File: src/rtl/mac_seq_ctrl.sv
// Purpose: sequences one dot product over the A/B operand memories through an external MAC.
// Latency: result and done appear len+2 edges after start is sampled (1 edge when len=0).
// Backpressure: none; start is ignored while busy, and abort returns to IDLE on the next edge.
module mac_seq_ctrl #(
  parameter int Nbits  = 4,
  parameter int ADDR_W = 3
) (
  input  logic                 clk,
  input  logic                 reset,
  input  logic                 start,
  input  logic [ADDR_W:0]      len,
  input  logic                 abort,
  output logic [ADDR_W-1:0]    addr,
  input  logic [Nbits-1:0]     a_data,
  input  logic [Nbits-1:0]     b_data,
  output logic                 mac_reset,
  output logic [Nbits-1:0]     mac_multiplier,
  output logic [Nbits-1:0]     mac_multiplicand,
  input  logic [2*Nbits-1:0]   mac_acc,
  output logic                 busy,
  output logic                 done,
  output logic [2*Nbits-1:0]   result
);

  localparam int DEPTH = 1 << ADDR_W;

  typedef enum logic [1:0] {
    IDLE    = 2'd0,
    RUN     = 2'd1,
    DRAIN   = 2'd2,
    CAPTURE = 2'd3
  } state_t;

  state_t               r_state;
  logic [ADDR_W-1:0]    r_addr;
  logic [ADDR_W-1:0]    r_last;
  logic                 r_valid_d;
  logic                 r_busy;
  logic                 r_done;
  logic                 r_mac_reset;
  logic [2*Nbits-1:0]   r_result;

  logic [ADDR_W:0]      w_len_sat;
  logic [ADDR_W:0]      w_len_m1;
  logic [ADDR_W-1:0]    w_last;

  // Lengths beyond the memory depth are clamped so addr never wraps.
  assign w_len_sat = (len > (ADDR_W+1)'(DEPTH)) ? (ADDR_W+1)'(DEPTH) : len;
  assign w_len_m1  = w_len_sat - (ADDR_W+1)'(1);
  assign w_last    = w_len_m1[ADDR_W-1:0];

  // Control FSM; busy/mac_reset are registered from the next state so they never glitch.
  always_ff @(posedge clk or posedge reset) begin
    if (reset) begin
      r_state     <= IDLE;
      r_addr      <= '0;
      r_last      <= '0;
      r_valid_d   <= 1'b0;
      r_busy      <= 1'b0;
      r_done      <= 1'b0;
      r_mac_reset <= 1'b1;
      r_result    <= '0;
    end else begin
      r_done    <= 1'b0;
      // Memory read is synchronous, so data for a RUN-cycle address arrives one cycle later.
      r_valid_d <= (r_state == RUN);
      case (r_state)
        IDLE: begin
          // abort outranks start here; addr already sits at 0.
          if (start && !abort) begin
            r_busy      <= 1'b1;
            r_mac_reset <= 1'b0;
            r_addr      <= '0;
            r_last      <= w_last;
            if (w_len_sat == '0) begin
              r_state <= CAPTURE;
            end else begin
              r_state <= RUN;
            end
          end
        end
        RUN: begin
          if (abort) begin
            r_state     <= IDLE;
            r_addr      <= '0;
            r_busy      <= 1'b0;
            r_mac_reset <= 1'b1;
          end else if (r_addr == r_last) begin
            // Hold the final address; the last operand pair is still in flight.
            r_state <= DRAIN;
          end else begin
            r_addr <= r_addr + ADDR_W'(1);
          end
        end
        DRAIN: begin
          if (abort) begin
            r_state     <= IDLE;
            r_addr      <= '0;
            r_busy      <= 1'b0;
            r_mac_reset <= 1'b1;
          end else begin
            r_state <= CAPTURE;
          end
        end
        CAPTURE: begin
          r_state     <= IDLE;
          r_addr      <= '0;
          r_busy      <= 1'b0;
          r_mac_reset <= 1'b1;
          // An abort here discards the capture: result keeps the previous value.
          if (!abort) begin
            r_result <= mac_acc;
            r_done   <= 1'b1;
          end
        end
        default: begin
          r_state     <= IDLE;
          r_addr      <= '0;
          r_busy      <= 1'b0;
          r_mac_reset <= 1'b1;
        end
      endcase
    end
  end

  assign addr             = r_addr;
  assign busy             = r_busy;
  assign done             = r_done;
  assign result           = r_result;
  assign mac_reset        = r_mac_reset;
  // Zero operands outside valid data cycles keep the accumulator unchanged.
  assign mac_multiplier   = r_valid_d ? a_data : '0;
  assign mac_multiplicand = r_valid_d ? b_data : '0;

endmodule

File: config.mk
export PLATFORM = sky130hd
export DESIGN_NAME = mac_seq_ctrl
export DESIGN_NICKNAME = d
export VERILOG_FILES = /design/src/rtl/mac_seq_ctrl.sv
export SDC_FILE = /design/constraint.sdc
export NUM_CORES = 1
export LEC_CHECK = 0
export ABC_AREA = 1
export ABC_CLOCK_PERIOD_IN_PS = 2600
export BUFFER_PORTS_ARGS = -buffer_cell sky130_fd_sc_hd__buf_4
export CORE_ASPECT_RATIO = 1.4
export CORE_UTILIZATION = 45
export DETAILED_ROUTE_END_ITERATION = 10
export GPL_TIMING_DRIVEN = 0
export MAX_ROUTING_LAYER = met4
export PLACE_DENSITY = 0.76
export SKIP_CTS_REPAIR_TIMING = 1
export SLEW_MARGIN = 25
export SYNTH_ARGS = -nofsm -noshare
export SYNTH_HDL_FRONTEND = slang
export SYNTH_SLANG_ARGS = --single-unit
File: constraint.sdc
create_clock -name clk -period 2.6 [get_ports clk]
set_clock_uncertainty 0.05 [all_clocks]
set_input_delay 0.26 -clock clk [delete_from_list [all_inputs] [get_ports clk]]
set_output_delay 0.26 -clock clk [all_outputs]
set_load 0.02 [all_outputs]
==> results.cfg, run 1 <==
[worst_setup_path]
startpoint_type = flop
slowest_stage = dfrtp_1
worstPathCellList = clkbuf_1 -> nand2_1 -> inv_1 -> buf_4
slowest_delay_ps = 340
cp-startpoint = r_valid_d
cp.arrival_ps = 1200
worstReg2RegStart = r_state[1]
worstSetupEndpointType = primary output
worstPathRequired_ps = 2290
crit_path_max_fanout = 8
path_class = reg2out

[yosys]
synth_ff_type = dfrtp_1
synth-seq-cells = 20
synthTopCellsByArea = dfrtp_1, nand2_1, ha_1
yosysTopAreaCellShare_pct = 43.1
syn_area_per_cell_um2 = 7.88
seq_area_frac_synth_pct = 45.5
synth_warnings = 0
synth.cell_area_um2 = 1100
synth_edf_count = 0
yosysMostFrequentCell = nand2_1
post_synth_num_cell_types = 23
yosysTopAreaCell = dfrtp_1
synthTopCellsByCount = nand2_1, inv_1, dfrtp_1
synth_nets = 171
synth_cells = 140
async_reset_ff_share_pct = 100

[placement]
dp_cells = 207
gp_congestion = 0.770
place_hpwl_um = 1880
place_area_um2 = 1470
port_buffers = 45

[power]
p_int_uw = 944
p_sw_uw = 691
p_comb_share_pct = 52.2
p_sw_share_pct = 42.3
power_mw = 1.64
p_leak_nw = 0.919
pwr_density_cell_nw_per_um2 = 1070
ir_drop_mv = 0.575
clkPwrFrac_pct = 15.6
power.share.sequential_pct = 32.2

[cts]
numCtsBuffers = 3
clock_sinks = 20
cts_tree = built
clkTransAtPathRegs_ps = 120
cts-root-buf = clkbuf_4
htree_num_levels = 1
clock_latency_ps = 310
clockBufferDepth = 2

[routing]
routed-via-count = 1046
wl_per_cell_um = 11.1
viasPerCell = 4.96
wirelength_um = 2350
antenna_left = 0
drc = 0
drt_iter0_markers = 24
dr.pass1.iters = 6

[die]
die_w_um = 43.9
std_cell_rows = 20
pin_count = 46
coreArea_um2 = 2250
die_h_um = 60.6
dieArea_um2 = 2660
initial_utilization_pct = 49.0

[cells_and_area]
design_area_um2 = 1520
nNetsFinal = 221
drive_gt1_share_pct = 34.4
fin_cells = 211
antenna_cells = 0
fillers = 200
areaGrowthSynthToFinish_pct = 37.9

[grt]
overflow = 0
grt_pass1_wl_um = 3800
grt_antenna_before_repair = 0
grt_util_all_layers_pct = 19.9
grt_max_degree = 21
grt_pass1_vias = 989

[timing]
finalCriticalPeriod_ps = 1510
min_period_over_period_pct = 58.0
hold_viol_final = 0
max_clock_freq_mhz = 663
slew-limit-headroom_pct = 51.1
rsz0062_at_grt = false
setup_viol_count_final = 0
slew_violations = 0
worst_pin_slew_ps = 732
fin_tns_setup_ps = 0

[flow_run]
cap_violations = 0

[worst_hold_path]
hold_path.class = in2async

[run_status]
status = finished, final reports clean
## power by group through the flow
stage	logic, mW	registers (mW)	clock network (mW)
CTS	0.866	0.527	0.260
global route	0.952	0.545	0.274
detailed placement	0.860	0.532	0
finish	0.853	0.527	0.255
global placement	0.830	0.528	0
floorplan	0.462	0.628	0
## metrics by stage
step / setup WS (ps) / hold slack [ps] / utilization (%)
after floorplan: 1330 / 173 / -
after global placement: 1220 / 375 / 65.2
after detailed placement: 1170 / 383 / 65.2
after CTS: 1070 / 34.0 / 67.6
after global routing: 991 / 61.8 / 67.6
final: 1090 / 14.8 / 67.6
## routing by layer
layer,global-route usage [%],part of all wire (%)
met1,18.9,39
met3,3.87,5.5
met2,38.0,54
met4,9.09,1.6
met5,-,0
## registers in the layout (all words and copies together), names as in the netlist
signal	cells
r_last	3
mac_reset	1
r_valid_d	1
done	1
addr	3
result	8
busy	1
r_state	2
## final cells by class
class	instances	area, µm²	area share (%)
sequential	20	502	33.0
multi-input combinational	93	500	32.9
timing repair buffer	45	338	22.2
inverter	26	97.6	6.41
clock inverter	1	30.0	1.97
tap	22	27.5	1.81
clock buffer	3	22.5	1.48
buffer	1	3.75	0.247
## path summary, 6_finish.rpt
| path | to | slack, ps | depth (start not counted) |
|---|---|---|---|
| max | mac_multiplicand[3] | 1090 | 4 |
| min | result[5] | 10 | 2 |
| max reg2reg | addr[0] | 1140 | 8 |
| min reg2reg | result[2] | 450 | 2 |
| max in group asynchronous | addr[2] | 2020 | 2 |
| min in group clk | result[6] | 90 | 3 |
## placed cells by master, fill, tap and decap left out
master and instances:
nand4_1 4, dfrtp_1 19, a21oi_2 1, a21oi_4 1, nor2_1 3, nor2_2 1
bufinv_16 1, clkbuf_1 1, nand2_2 6, xor2_1 2, nor2_4 1, nor3_2 1
dfstp_2 1, clkbuf_4 3, xnor2_1 1, nand2_1 54, buf_4 45, a21oi_1 1
o21a_1 1, inv_2 4, o21ai_1 3, o21ai_0 2, nor3_1 1, inv_1 22
nand3_1 3, ha_1 7
## logic make-up after synthesis
| family | Yosys count | synth area share (%) |
|---|---|---|
| and+or+nand+nor | 74 | 29.4 |
| buffers and inverters | 27 | 9.18 |
| DFF | 20 | 45.5 |
| AOI/OAI and AO/OA | 9 | 5.67 |
| adders and majority gates | 7 | 7.94 |
| xor gates and xnor gates | 3 | 2.38 |
## critical path: cells and delay by family (launching register included)
family / cells / cell delay [ps]
and+or+nand+nor: 1 / 100
buffers and inverters: 3 / 450
DFF: 1 / 340
Power figures use the tool's default switching activity.
==> run 2: changes to the inputs <==
- ABC_CLOCK_PERIOD_IN_PS: 2600 -> 1600
- clock period: 2.6 -> 1.6 ns (I/O delays scaled with it)
==> run 2 against run 1 <==
  * Clock power increased by 64%
  * First-iteration DRC count increased by 8.3%
  * Critical path type unchanged
  * Critical endpoint unchanged
  * Via count increased by 3.3%
  * Register-to-register slack got worse by 950 ps
  * The run now ends with DRC, hold timing left
  * Routed wire length increased by 6.8%
  * Highest routed layer unchanged
==> results.cfg, run 2 (same netlist as run 1, synthesis figures left out) <==
[timing]
whs_ps = -9.26
fin_tns_setup_ps = 0
slew_violations = 0
slew-limit-headroom_pct = 50.9
rsz0062_at_grt = false
setup_viol_count_final = 0
worst_pin_slew_ps = 736
worst_slack_ps = 187
max_clock_freq_mhz = 708
hold_viol_final = 1
finalCriticalPeriod_ps = 1410
min_period_over_period_pct = 88.3

[die]
std_cell_rows = 20
initial_utilization_pct = 49.0
dieArea_um2 = 2660
coreArea_um2 = 2250
die_w_um = 43.9
pin_count = 46
die_h_um = 60.6

[worst_setup_path]
crit_path_max_fanout = 8
worstReg2RegStart = r_state[0]
cp.arrival_ps = 1200
worstPathRequired_ps = 1390
worstSetupEndpointType = primary output
path_class = reg2out
cp-startpoint = r_valid_d
startpoint_type = flop

[cells_and_area]
regArea_um2 = 502
final_common_cell = nand2_1
antenna_cells = 0
fillers = 190
areaGrowthSynthToFinish_pct = 43.8
multiInputGateArea_um2 = 505
final_cell_mix = nand2_1, buf_4, inv_1
largest_reg_flops = 8
nNetsFinal = 227
drive_gt1_share_pct = 33.3

[grt]
grt_util_all_layers_pct = 19.9
grt_pass1_vias = 989
overflow = 0
grt_antenna_before_repair = 0
grt_pass1_wl_um = 3800
grt_max_degree = 21

[worst_hold_path]
hold_path.class = in2reg
hold_start = mac_acc[7]

[routing]
drc = 2
dr.pass1.iters = 11
antenna_left = 0
routed-via-count = 1081
drt_iter0_markers = 26
viasPerCell = 4.98
wl_per_cell_um = 11.5
wirelength_um = 2510

[cts]
numCtsBuffers = 3
clkTransAtPathRegs_ps = 120
clock_latency_ps = 310
clock_sinks = 20
htree_num_levels = 1
clockBufferDepth = 2
cts_tree = built
cts-root-buf = clkbuf_4

[run_status]
status = finished, violations left
violations = DRC, hold timing

[power]
power_mw = 2.69
ir_drop_mv = 0.867
p_leak_nw = 0.945
pwr_density_cell_nw_per_um2 = 1700

[flow_run]
cap_violations = 0

[placement]
place_ws_ps = 172
gp_congestion = 0.770
port_buffers = 45
place_hpwl_um = 1880
[run 2: cell types whose count changed in the layout (fill, tap and decap cells not counted), sizes merged]
cell / delta
dlygate4sd3: +6
[run 2: layer usage]
| metal | vias up | global-route usage [%] | routed length [µm] |
|---|---|---|---|
| li1 | 534 | - | - |
| met3 | 5 | 3.87 | 154 |
| met1 | 504 | 18.9 | 924 |
| met2 | 38 | 38.0 | 1390 |
| met4 | 0 | 9.09 | 40 |
| met5 | - | - | 0 |
[run 2: metrics by stage]
stage / hold WS [ps] / cell area, µm² / util [%] / std cells
after CTS: -66.0 / 1520 / 67.6 / 211
after global routing: 6.01 / 1590 / 70.4 / 217
final: -9.26 / 1590 / 70.4 / 217
after global placement: 275 / 1470 / 65.2 / 207
after detailed placement: 283 / 1470 / 65.2 / 207
after floorplan: 73.1 / 1100 / - / 140
[run 2: layout make-up]
cell class                      count  area share [%]
Buffer                              1           0.237
Tap cell                           22            1.74
Multi-Input combinational cell     93            31.9
Timing Repair Buffer               51            25.1
Clock buffer                        3            1.42
Sequential cell                    20            31.6
Inverter                           26            6.15
Clock inverter                      1            1.89
[run 2: path summary, 6_finish.rpt]
| check | endpoint | slack (ps) | depth (start not counted) |
|---|---|---|---|
| min in group asynchronous | result[5] | 480 | 3 |
| max reg2reg | r_last[2] | 190 | 7 |
| max in group asynchronous | addr[2] | 560 | 3 |
| min reg2reg | result[5] | 450 | 2 |
| min | result[7] | -9 | 3 |
| max | mac_multiplicand[3] | 190 | 4 |
[run 2: where the power goes]
group | internal, mW | switching, mW | leakage (nW)
Combinational | 0.569 | 0.846 | 0.664
Sequential | 0.724 | 0.137 | 0.253
Clock | 0.254 | 0.164 | 0.0279
[run 2: worst max-delay path, stage by stage, from the launching register on]
cell	delay, ps
dfrtp_1	340
clkbuf_1	250
nand2_1	100
inv_1	70
buf_4	130
